## src/rtl/uart_rx.sv

```systemverilog
// UART receiver: 2-flop synchronized line, mid-bit sampling, LSB-first data, one stop bit.
// Optional even-parity bit between data and stop when UART_RX_PARITY_EN is defined.
module uart_rx #(
  parameter int CLOCKS_PER_PULSE = 16,
  parameter int DATA_WIDTH       = 8
) (
  input  logic                  clk,
  input  logic                  rstn,
  input  logic                  rx,
  output logic [DATA_WIDTH-1:0] data_out,
  output logic                  data_valid,
  output logic                  frame_err,
  output logic                  parity_err,
  output logic                  rx_busy
);

  localparam int CNT_W = $clog2(CLOCKS_PER_PULSE);
  localparam int IDX_W = (DATA_WIDTH > 1) ? $clog2(DATA_WIDTH) : 1;
  localparam logic [CNT_W-1:0] HALF_M1  = CNT_W'(CLOCKS_PER_PULSE / 2 - 1);
  localparam logic [CNT_W-1:0] FULL_M1  = CNT_W'(CLOCKS_PER_PULSE - 1);
  localparam logic [IDX_W-1:0] LAST_IDX = IDX_W'(DATA_WIDTH - 1);

  typedef enum logic [2:0] {
    IDLE   = 3'd0,
    START  = 3'd1,
    DATA   = 3'd2,
`ifdef UART_RX_PARITY_EN
    PARITY = 3'd4,
`endif
    STOP   = 3'd3
  } state_t;

`ifdef UART_RX_PARITY_EN
  function automatic logic even_parity(input logic [DATA_WIDTH-1:0] word);
    return ^word;
  endfunction
`endif

  logic                  rx_meta_q, rx_s_q, rx_d_q;
  logic                  start_det_s;
  state_t                state_q, state_d;
  logic [CNT_W-1:0]      cnt_q, cnt_d;
  logic [IDX_W-1:0]      idx_q, idx_d;
  logic [DATA_WIDTH-1:0] shift_q, shift_d;
  logic [DATA_WIDTH-1:0] data_q, data_d;
  logic                  valid_q, valid_d;
  logic                  ferr_q, ferr_d;
  logic                  par_bad_s;
`ifdef UART_RX_PARITY_EN
  logic                  par_bad_q, par_bad_d;
  logic                  perr_q, perr_d;
  assign par_bad_s  = par_bad_q;
  assign parity_err = perr_q;
`else
  assign par_bad_s  = 1'b0;
  assign parity_err = 1'b0;
`endif

  assign start_det_s = rx_d_q & ~rx_s_q;

  // Line synchronizer plus one-cycle delayed copy for falling-edge detection
  always_ff @(posedge clk or negedge rstn) begin
    if (!rstn) begin
      rx_meta_q <= 1'b1;
      rx_s_q    <= 1'b1;
      rx_d_q    <= 1'b1;
    end else begin
      rx_meta_q <= rx;
      rx_s_q    <= rx_meta_q;
      rx_d_q    <= rx_s_q;
    end
  end

  // Receiver state, counters, shift register and registered outputs
  always_ff @(posedge clk or negedge rstn) begin
    if (!rstn) begin
      state_q   <= IDLE;
      cnt_q     <= '0;
      idx_q     <= '0;
      shift_q   <= '0;
      data_q    <= '0;
      valid_q   <= 1'b0;
      ferr_q    <= 1'b0;
`ifdef UART_RX_PARITY_EN
      par_bad_q <= 1'b0;
      perr_q    <= 1'b0;
`endif
    end else begin
      state_q   <= state_d;
      cnt_q     <= cnt_d;
      idx_q     <= idx_d;
      shift_q   <= shift_d;
      data_q    <= data_d;
      valid_q   <= valid_d;
      ferr_q    <= ferr_d;
`ifdef UART_RX_PARITY_EN
      par_bad_q <= par_bad_d;
      perr_q    <= perr_d;
`endif
    end
  end

  // Next-state logic: sample at half a bit for START, full bit periods afterwards
  always_comb begin
    state_d   = state_q;
    cnt_d     = cnt_q;
    idx_d     = idx_q;
    shift_d   = shift_q;
    data_d    = data_q;
    valid_d   = 1'b0;
    ferr_d    = 1'b0;
`ifdef UART_RX_PARITY_EN
    par_bad_d = par_bad_q;
    perr_d    = 1'b0;
`endif
    case (state_q)
      IDLE: begin
        cnt_d = '0;
        if (start_det_s) begin
          state_d = START;
        end else begin
          state_d = IDLE;
        end
      end
      START: begin
        if (cnt_q == HALF_M1) begin
          cnt_d = '0;
          idx_d = '0;
          // A line that is high again at mid-start-bit was only a glitch
          if (!rx_s_q) begin
            state_d = DATA;
          end else begin
            state_d = IDLE;
          end
        end else begin
          cnt_d = cnt_q + CNT_W'(1);
        end
      end
      DATA: begin
        if (cnt_q == FULL_M1) begin
          cnt_d          = '0;
          shift_d[idx_q] = rx_s_q;
          if (idx_q == LAST_IDX) begin
            idx_d = '0;
`ifdef UART_RX_PARITY_EN
            state_d = PARITY;
`else
            state_d = STOP;
`endif
          end else begin
            idx_d = idx_q + IDX_W'(1);
          end
        end else begin
          cnt_d = cnt_q + CNT_W'(1);
        end
      end
`ifdef UART_RX_PARITY_EN
      PARITY: begin
        if (cnt_q == FULL_M1) begin
          cnt_d     = '0;
          par_bad_d = rx_s_q ^ even_parity(shift_q);
          state_d   = STOP;
        end else begin
          cnt_d = cnt_q + CNT_W'(1);
        end
      end
`endif
      STOP: begin
        if (cnt_q == FULL_M1) begin
          cnt_d   = '0;
          // Leaving at mid-stop-bit lets a gapless next start bit be seen
          state_d = IDLE;
          ferr_d  = ~rx_s_q;
`ifdef UART_RX_PARITY_EN
          perr_d  = par_bad_q;
`endif
          if (rx_s_q && !par_bad_s) begin
            data_d  = shift_q;
            valid_d = 1'b1;
          end else begin
            data_d  = data_q;
          end
        end else begin
          cnt_d = cnt_q + CNT_W'(1);
        end
      end
      default: begin
        state_d = IDLE;
        cnt_d   = '0;
      end
    endcase
  end

  assign data_out   = data_q;
  assign data_valid = valid_q;
  assign frame_err  = ferr_q;
  assign rx_busy    = (state_q != IDLE);

endmodule

```

## config.mk

```make
export PLATFORM = sky130hd
export DESIGN_NAME = uart_rx
export DESIGN_NICKNAME = d
export VERILOG_FILES = /design/src/rtl/uart_rx.sv
export SDC_FILE = /design/constraint.sdc
export NUM_CORES = 1
export LEC_CHECK = 0
export CAP_MARGIN = 15
export CORE_MARGIN = 2
export CORE_UTILIZATION = 54
export DETAILED_ROUTE_END_ITERATION = 10
export GPL_TIMING_DRIVEN = 1
export PLACE_DENSITY = 0.76
export SLEW_MARGIN = 25
export SYNTH_ARGS = -nofsm -noshare
export SYNTH_HDL_FRONTEND = slang
export SYNTH_SLANG_ARGS = --single-unit
```

## constraint.sdc

```tcl
create_clock -name clk -period 1.9 [get_ports clk]
set_input_delay 0.57 -clock clk [delete_from_list [all_inputs] [get_ports clk]]
set_output_delay 0.57 -clock clk [all_outputs]
set_load 0.01 [all_outputs]
```

==> summary.txt <==
Status
  – Status: complete, no violations

Synthesis
  – Warnings, synthesis: 0
  – Yosys reg bits: 30
  – Post-synthesis sequential area ratio: 0.549
  – Synth async-reset ratio: 1.00
  – Syn Nets: 118
  – Post-synth EDFFs: 0
  – Cell variety after synth: 40
  – Syn Inst Count: 112
  – Mean post-synth cell area: 12.3 um2
  – Synthesized area: 1380 um2
  – Synth Flop Type: dfrtp_1

Clock network
  – CTS tree: built
  – Clock latency on the worst-skew pair: 0.32 ns
  – Htree depth: 2
  – Num CTS Buffers: 5
  – Sinks on Clock Net: 30
  – Post-cts hold buffer count: 0
  – Clock transition at path regs: 0.09 ns
  – Root Driver: clkbuf_4
  – Clock buffer depth: 2

Timing
  – Final Max Slew Viols: 0
  – Setup TNS: 0 ns
  – RSZ-0062 raised after global routing: no
  – Tmin final: 1.79 ns
  – Final setup viols: 0
  – Fin crit share: 0.941
  – Clock Skew: 0.00734 ns
  – Final Hold Vio Count: 0
  – Achievable clock frequency: 560 MHz

Place
  – Routability cong.: 0.859
  – Port Buf Inserts: 13
  – Placed cell count: 156
  – DP HPWL: 1.85 mm

Setup path
  – Critical path class: reg -> out
  – WP data required: 1.33 ns
  – CP delay by family, top: buffers and inverters
  – Buf+Inv Stages, Crit Path: 1
  – Setup crit end kind: primary output
  – Launch point of the worst reg-to-reg path: cnt_q[0]
  – CP startpoint kind: flop
  – Critical Path Max Stage Delay: 0.54 ns
  – Worst-path cell chain: clkdlybuf4s50_1
  – CP Max Fanout: 2
  – R2R Path End: data_out[1]
  – Slowest CP cell: clkdlybuf4s50_1
  – Worst path arrival time: 1.22 ns
  – Worst R2R Path Depth: 4
  – R2r setup slk: 0.14 ns

Global routing
  – Global-route wire length before repair: 4.32 mm
  – All-Layer GR Usage: 0.216
  – Pin count of the biggest net entering global routing: 31
  – Initial antenna violation count: 0
  – Gr ovfl total: 0
  – Vias in the first global route: 949

Final layout
  – Antenna diode count: 0
  – Cell Count, Final, Fillers Out: 164
  – Fin nets: 139
  – Util after Layout: 0.663
  – Commonest non-fill, non-tap cell in the layout: dfrtp_1
  – Most frequent cells in the layout: 27 x dfrtp_1, 12 x mux2_2, 12 x clkdlybuf4s50_1, 8 x buf_4
  – Layout area overhead: 18.4%
  – Share of post-route cells with drive strength above 1: 0.299

Worst hold path
  – Hold crit path type: reg -> reg
  – Worst Hold Depth: 0
  – Worst Hold Endpoint: rx_s_q
  – HP Start: rx_meta_q

Floorplan
  – Core ar.: 2450 um2
  – Starting Density: 0.560
  – Die extent in y: 54.5 um
  – Die width: 54.5 um
  – Die area: 2970 um2
  – Rows: 18
  – I/O pin count: 15

Run
  – Max_cap viols: 0

Power
  – Worst VDD drop: 0.793 mV
  – Pleak: 0.758 nW
  – Power Density: 1050 nW/um2

Detailed routing
  – First-pass iteration count of the detailed router: 4
  – DR vias: 906
  – Number of antenna-violating nets in the routed design: 0
  – Detailed-route wire length: 2.53 mm
  – Drt drc: 0
  – 1st-iter DRT viols: 14
  – WL/cell: 15.4 um
  – Number of vias per cell: 5.52
state kept, by name, summed over array words and instances, names as in the netlist:
| signal | cells |
|---|---|
| cnt_q | 4 |
| data_out | 8 |
| data_valid | 1 |
| frame_err | 1 |
| idx_q | 3 |
| rx_d_q | 1 |
| rx_meta_q | 1 |
| rx_s_q | 1 |
| shift_q | 8 |
| state_q | 2 |
repair_timing:
action | 4_1_cts | 5_1_grt
gates resized for setup | 3 | 0
setup endpoints to repair | 1 | 0
buffers inserted | 0 | 0
synthesized netlist by cell type (2+ instances only):
cell       n  area [um2]
dfrtp_1   27         676
nor2_1     4        15.0
nand4b_1   2        17.5
inv_1      3        11.3
ha_1       3        37.5
buf_4      3        22.5
buf_2      3        15.0
o221a_2    2        22.5
nor2b_1    4        25.0
nand2_1    3        11.3
o21ai_0    5        25.0
o31ai_1    4        30.0
nor4_1     2        12.5
nor3_1     5        25.0
mux2_2    12         135
dfstp_2    3        78.8
a21o_1     2        15.0
a21oi_1    3        15.0
routing by layer:
metal,routed length [um],up-vias,share of wire,global-route usage
li1,-,444,-,-
met1,1120,428,0.44,0.250
met2,1220,26,0.48,0.343
met3,116,8,0.046,0.0874
met4,71,0,0.028,0.113
met5,0,-,0,0
worst reg2reg max path, delay by kind of cell (launching register included):
kind / cells / cell delay (ns)
AND/OR/NAND/NOR: 2 / 0.55
flip-flops: 1 / 0.40
adder cells (fa/ha/maj): 1 / 0.29
multiplexers: 1 / 0.40
where the power goes:
part	internal (mW)	total, mW	switching, mW	leakage (nW)
combinational	0.239	0.518	0.279	0.325
sequential	0.709	0.794	0.0848	0.398
clock	0.179	0.392	0.213	0.0353
total	1.13	1.70	0.577	0.758
per-stage QoR:
step / setup WS [ns] / hold WS [ns] / instance area, um2 / total power, mW
finish: 0.113 / 0.361 / 1630 / 1.70
global route: 0.0185 / 0.368 / 1630 / 1.82
CTS: 0.0745 / 0.362 / 1630 / 1.71
detailed placement: 0.160 / 0.349 / 1560 / 1.31
global placement: 0.214 / 0.348 / 1560 / 1.28
floorplan: 0.338 / 0.274 / 1380 / 1.15
layout make-up:
| class | count | area [um2] |
|---|---|---|
| fillers | 193 | 827 |
| flip-flops and latches | 30 | 754 |
| multi-input cells | 71 | 572 |
| repair buffers | 21 | 189 |
| clock buffers | 7 | 55.1 |
| well taps | 30 | 37.5 |
| inverters | 4 | 15.0 |
| clock inverters | 1 | 5.00 |
kinds of logic (layout without fill, tap and decap cells):
kind of cell / count (synthesis) / in the layout / share of synthesized area
flip-flops: 30 / 30 / 0.549
XOR/XNOR: 1 / 1 / 0.00637
multiplexers: 12 / 12 / 0.0983
other: 1 / 1 / 0.00273
AND/OR/NAND/NOR: 32 / 32 / 0.163
AO/OA/AOI/OAI: 22 / 22 / 0.113
adder cells (fa/ha/maj): 3 / 3 / 0.0273
buffers and inverters: 11 / 33 / 0.0409
worst max path at each step:
stage	end	cells after the start	from	slack, ns
5_1_grt	data_out[4]	4	cnt_q[0]	0.02
6_report	data_out[1]	1	data_out[1]	0.11
4_1_cts	data_out[1]	1	data_out[1]	0.07
3_3_place_gp	rx_busy	3	state_q[0]	0.21
2_1_floorplan	data_out[0]	5	cnt_q[0]	0.34
3_5_place_dp	rx_busy	3	state_q[0]	0.16
Note: power is estimated with default switching activity, not from simulation.
